[config.mk]
export PLATFORM = sky130hd
export DESIGN_NAME = pc_fetch_unit
export DESIGN_NICKNAME = d
export VERILOG_FILES = /design/src/rtl/cpu_pkg.sv /design/src/rtl/mux16b2.sv /design/src/rtl/pc_fetch_unit.sv
export SDC_FILE = /design/constraint.sdc
export NUM_CORES = 1
export LEC_CHECK = 0
export CAP_MARGIN = 20
export CORE_MARGIN = 2
export CORE_UTILIZATION = 39
export CTS_CLUSTER_SIZE = 28
export DETAILED_ROUTE_END_ITERATION = 8
export PLACE_DENSITY_LB_ADDON = 0.08
export SLEW_MARGIN = 20
export SYNTH_ARGS = -nofsm -noshare
export SYNTH_HDL_FRONTEND = slang
export SYNTH_HIERARCHICAL = 1
export SYNTH_SLANG_ARGS = --single-unit
export TNS_END_PERCENT = 5
[constraint.sdc]
create_clock -name clk -period 4.8 [get_ports clk]
set_input_delay 0.96 -clock clk [delete_from_list [all_inputs] [get_ports clk]]
set_output_delay 0.96 -clock clk [all_outputs]
set_load 0.05 [all_outputs]
[src/rtl/cpu_pkg.sv]
// Shared constants and the fetch-stage state encoding for the 16-bit datapath.
// Latency: n/a (declarations only).
// Backpressure: n/a.
package cpu_pkg;

    localparam int              CPU_WIDTH     = 16;
    localparam logic [15:0]     CPU_RESET_VEC = 16'h0000;
    localparam logic [15:0]     CPU_INC       = 16'd2;

    // Encoded as {fetch_valid, redirect_pending} so the outputs fall straight out of the state.
    typedef enum logic [1:0] {
        ST_IDLE     = 2'b00,
        ST_REQ      = 2'b10,
        ST_REQ_PEND = 2'b11
    } fetch_state_e;

endpackage

[src/rtl/mux16b2.sv]
// 2:1 word mux used for next-PC selection: y = s ? b : a.
// Latency: purely combinational.
// Backpressure: none.
module mux16b2 #(
    parameter int WIDTH = 16
) (
    input  logic [WIDTH-1:0] a,
    input  logic [WIDTH-1:0] b,
    input  logic             s,
    output logic [WIDTH-1:0] y
);

    assign y = s ? b : a;

endmodule

[src/rtl/pc_fetch_unit.sv]
// Program counter: issues fetch addresses over valid/ready, takes branch redirects.
// Latency: registered pc; redirect coinciding with accept costs zero bubbles.
// Backpressure: address/valid held until accepted; late branches parked in redirect_pending.
module pc_fetch_unit
    import cpu_pkg::*;
#(
    parameter int               WIDTH     = CPU_WIDTH,
    parameter logic [WIDTH-1:0] RESET_VEC = WIDTH'(CPU_RESET_VEC),
    parameter logic [WIDTH-1:0] INC       = WIDTH'(CPU_INC)
) (
    input  logic             clk,
    input  logic             rst,
    input  logic             stall,
    input  logic             br_take,
    input  logic [WIDTH-1:0] br_target,
    input  logic             fetch_ready,
    output logic             fetch_valid,
    output logic [WIDTH-1:0] pc,
    output logic [WIDTH-1:0] pc_plus,
    output logic             redirect_pending
);

    fetch_state_e     state_q, state_d;
    logic [WIDTH-1:0] pc_q, pc_d;
    logic [WIDTH-1:0] pend_tgt_q, pend_tgt_d;

    logic             accept;
    logic             redir;
    logic [WIDTH-1:0] tgt;
    logic [WIDTH-1:0] next_pc;

    // A fresh branch always beats one that is already parked.
    assign pc_plus = pc_q + INC;
    assign accept  = fetch_valid & fetch_ready;
    assign redir   = br_take | redirect_pending;
    assign tgt     = br_take ? br_target : pend_tgt_q;

    mux16b2 #(
        .WIDTH (WIDTH)
    ) u_next_pc_mux (
        .a (pc_plus),
        .b (tgt),
        .s (redir),
        .y (next_pc)
    );

    // State and datapath registers; reset wins over any outstanding request.
    always_ff @(posedge clk) begin
        if (rst) begin
            state_q    <= ST_IDLE;
            pc_q       <= RESET_VEC;
            pend_tgt_q <= '0;
        end else begin
            state_q    <= state_d;
            pc_q       <= pc_d;
            pend_tgt_q <= pend_tgt_d;
        end
    end

    // Next state: hold address while unaccepted, advance or redirect on accept.
    always_comb begin
        state_d    = state_q;
        pc_d       = pc_q;
        pend_tgt_d = pend_tgt_q;
        case (state_q)
            ST_IDLE: begin
                // No sequential advance from idle; only a redirect moves the pc.
                if (redir) begin
                    pc_d = next_pc;
                end
                state_d = stall ? ST_IDLE : ST_REQ;
            end
            ST_REQ, ST_REQ_PEND: begin
                if (accept) begin
                    pc_d    = next_pc;
                    state_d = stall ? ST_IDLE : ST_REQ;
                end else if (br_take) begin
                    // Stall is ignored here: the live request must not be withdrawn.
                    state_d    = ST_REQ_PEND;
                    pend_tgt_d = br_target;
                end
            end
            default: begin
                state_d = ST_IDLE;
            end
        endcase
    end

    // Outputs decode directly from the state encoding.
    always_comb begin
        fetch_valid      = (state_q == ST_REQ) || (state_q == ST_REQ_PEND);
        redirect_pending = (state_q == ST_REQ_PEND);
        pc               = pc_q;
    end

endmodule

==> impl_metrics.tcl <==
set metrics [dict create \
    drc 0 \
    dpl.hpwl_um 2990 \
    start_kind "flip-flop" \
    final_cells 303 \
    wl_per_cell_um 14.4 \
    yosys_warnings 6 \
    synthCells 187 \
    viasPerCell 4.88 \
    switchingPower_uw 216 \
    clk_pin_slew_worst_paths_ns 0.07 \
    p_per_area_mw_per_mm2 277 \
    std_cell_rows 25 \
    mostFrequentLayoutCell "clkdlybuf4s50_1" \
    setup_viol 0 \
    ir_drop_v 0.000148 \
    avgSynthCellArea_um2 10.4 \
    htreeDepth 2 \
    pwr-share-clk 0.310 \
    io_pins 55 \
    reg2reg_slack_ns 2.90 \
    period_minus_slack_ns 3.47 \
    swShare 0.306 \
    die_h_um 74.5 \
    synthToLayoutAreaGrowth_pct 31.6 \
    layout-drive-gt1-share 0.186 \
    root_buffer "clkbuf_8" \
    yosys_register_bits 34 \
    synth_top_area_frac 0.351 \
    first_pass_iters 4 \
    cts_buffer_depth 2 \
    netlist_area_mm2 0.00194 \
    synth_cell_types 27 \
    start_util 0.408 \
    n_antenna_cell 0 \
    critPathKind "flip-flop to primary output" \
    gr-total-overflow 0 \
    ff_latch_area_um2 681 \
    slew_headroom 0.373 \
    cp_slowest_cell "clkdlybuf4s50_1" \
    grt_antenna_before_repair 0 \
    synth-async-reset-ratio 0 \
    hold_path_class "flip-flop to flip-flop" \
    synthTopCellsByArea "dfxtp_1, mux2i_1, mux2_2" \
    p_leak_uw 0.00103 \
    cts_resized 0 \
    seq_power_share 0.434 \
    clk_latency_ns 0.29 \
    place.gp.congestion 0.767 \
    grt_pass1_vias 1461 \
    ys_seq_area_frac 0.351 \
    synth_edf_count 0 \
    cp_slowest_stage_delay_ns 0.84 \
    fill_cells 447 \
    crit_chain "ha_1, and2_1, nand4_1, xnor2_1, clkdlybuf4s50_1" \
    p_int_uw 490 \
    drtIter0Drc 34 \
    grt_max_degree 35 \
    crit_required_ns 3.84 \
    fmax_mhz 288 \
    hold_buffers 0 \
    endpoint_kind "primary output" \
    crit_fanout 7 \
    status "completed" \
    vias 1478 \
    cts_tree "built" \
    cts-buffers-inserted 5 \
    synth_top_cell_by_area "dfxtp_1" \
    dieArea_mm2 0.00555 \
    die_w_um 74.5 \
    finalHoldViolCount 0 \
    fin_crit_sh 0.723 \
    p_comb_frac 0.256 \
    maxSlewViolCount 0 \
    cts_sinks 34 \
    skew_ns 0.00650 \
    rsz0062_at_grt "false" \
    core_mm2 0.00475 \
    drt_wl_total_um 4370 \
    track_usage 0.167 \
    fin_nets 257 \
    synth.net_count 209 \
    synthFlopType "dfxtp_1" \
    grt_first_pass_wirelength_um 6940 \
    layout_common_cells "clkdlybuf4s50_1, nor2_1, dfxtp_1" \
    maxCapViolCount 0 \
    route.antenna.remaining_nets 0 \
    dp_cells 295 \
    cp.arrival_ns 2.51 \
    tightest_slew_ns 0.938 \
    multiInputGateArea_mm2 0.00114 \
    portBuffers 54 \
    cts_setup_buffers 0 \
    tns_ns 0 \
]
==> cell type report <==
class / count / share of cell area
Clock buffer: 7 / 0.0339
Timing Repair Buffer: 55 / 0.215
Sequential cell: 34 / 0.267
Inverter: 1 / 0.00147
Multi-Input combinational cell: 138 / 0.448
Tap cell: 67 / 0.0329
Clock inverter: 1 / 0.00196
==> cell usage after synthesis, types with 3 or more instances <==
master and count:
nor2_1 35, dfxtp_1 34, mux2i_1 32, mux2_2 22, xnor2_1 11, mux2_4 10
nand3_1 6, clkbuf_1 4, nand2_1 4, and4_1 3, buf_4 3
==> worst max-delay path, delay by kind of cell (launching register included) <==
kind          cells  cell delay [ns]
xor+xnor          1             0.22
fa+ha+maj         1             0.26
buf+inv           1             0.84
flops             1             0.46
simple gates      2             0.45
==> sequential cells by signal (all words and copies together) (netlist names) <==
signal / flops
state_q: 2
pc: 16
pend_tgt_q: 16
==> layer usage <==
| layer | global-route usage | vias to the layer above | part of all wire |
|---|---|---|---|
| met5 | 0 | - | 0 |
| met4 | 0.0734 | 0 | 0.013 |
| met3 | 0.0352 | 6 | 0.038 |
| met2 | 0.280 | 36 | 0.49 |
| met1 | 0.205 | 703 | 0.46 |
| li1 | - | 733 | - |
==> logic make-up (layout without fill, tap and decap cells) <==
logic type / Yosys count / count (layout) / share of synthesized area
muxes: 64 / 64 / 0.371
xor gates and xnor gates: 13 / 13 / 0.0587
AOI/OAI and AO/OA: 3 / 3 / 0.0161
DFF: 34 / 34 / 0.351
adders and majority gates: 1 / 1 / 0.00645
buffers and inverters: 15 / 64 / 0.0633
and+or+nand+nor: 57 / 57 / 0.134
==> stage by stage <==
stage / hold slack (ns) / power, uW / setup WS (ns) / area (um2) / util
2_1_floorplan: 0.456 / 443 / 1.61 / 1940 / -
3_3_place_gp: 0.468 / 491 / 1.48 / 2450 / 0.516
3_5_place_dp: 0.481 / 494 / 1.40 / 2450 / 0.516
4_1_cts: 0.501 / 715 / 1.29 / 2540 / 0.535
5_1_grt: 0.522 / 732 / 1.19 / 2550 / 0.536
6_report: 0.497 / 706 / 1.33 / 2550 / 0.536
==> power groups by stage <==
stage	Clock, uW	Sequential, uW	Combinational [uW]
5_1_grt	233	308	191
4_1_cts	227	306	182
3_5_place_dp	0	312	181
3_3_place_gp	0	312	179
6_report	219	306	181
2_1_floorplan	0	331	112
==> final timing paths <==
path | start | endpoint | depth (start not counted)
setup / recovery | pc[1] | pc_plus[13] | 5
hold / removal | pend_tgt_q[5] | pend_tgt_q[5] | 2
setup reg to reg | pc[1] | pc[13] | 7
hold reg to reg | pend_tgt_q[5] | pend_tgt_q[5] | 2
Power figures use the tool's default switching activity.
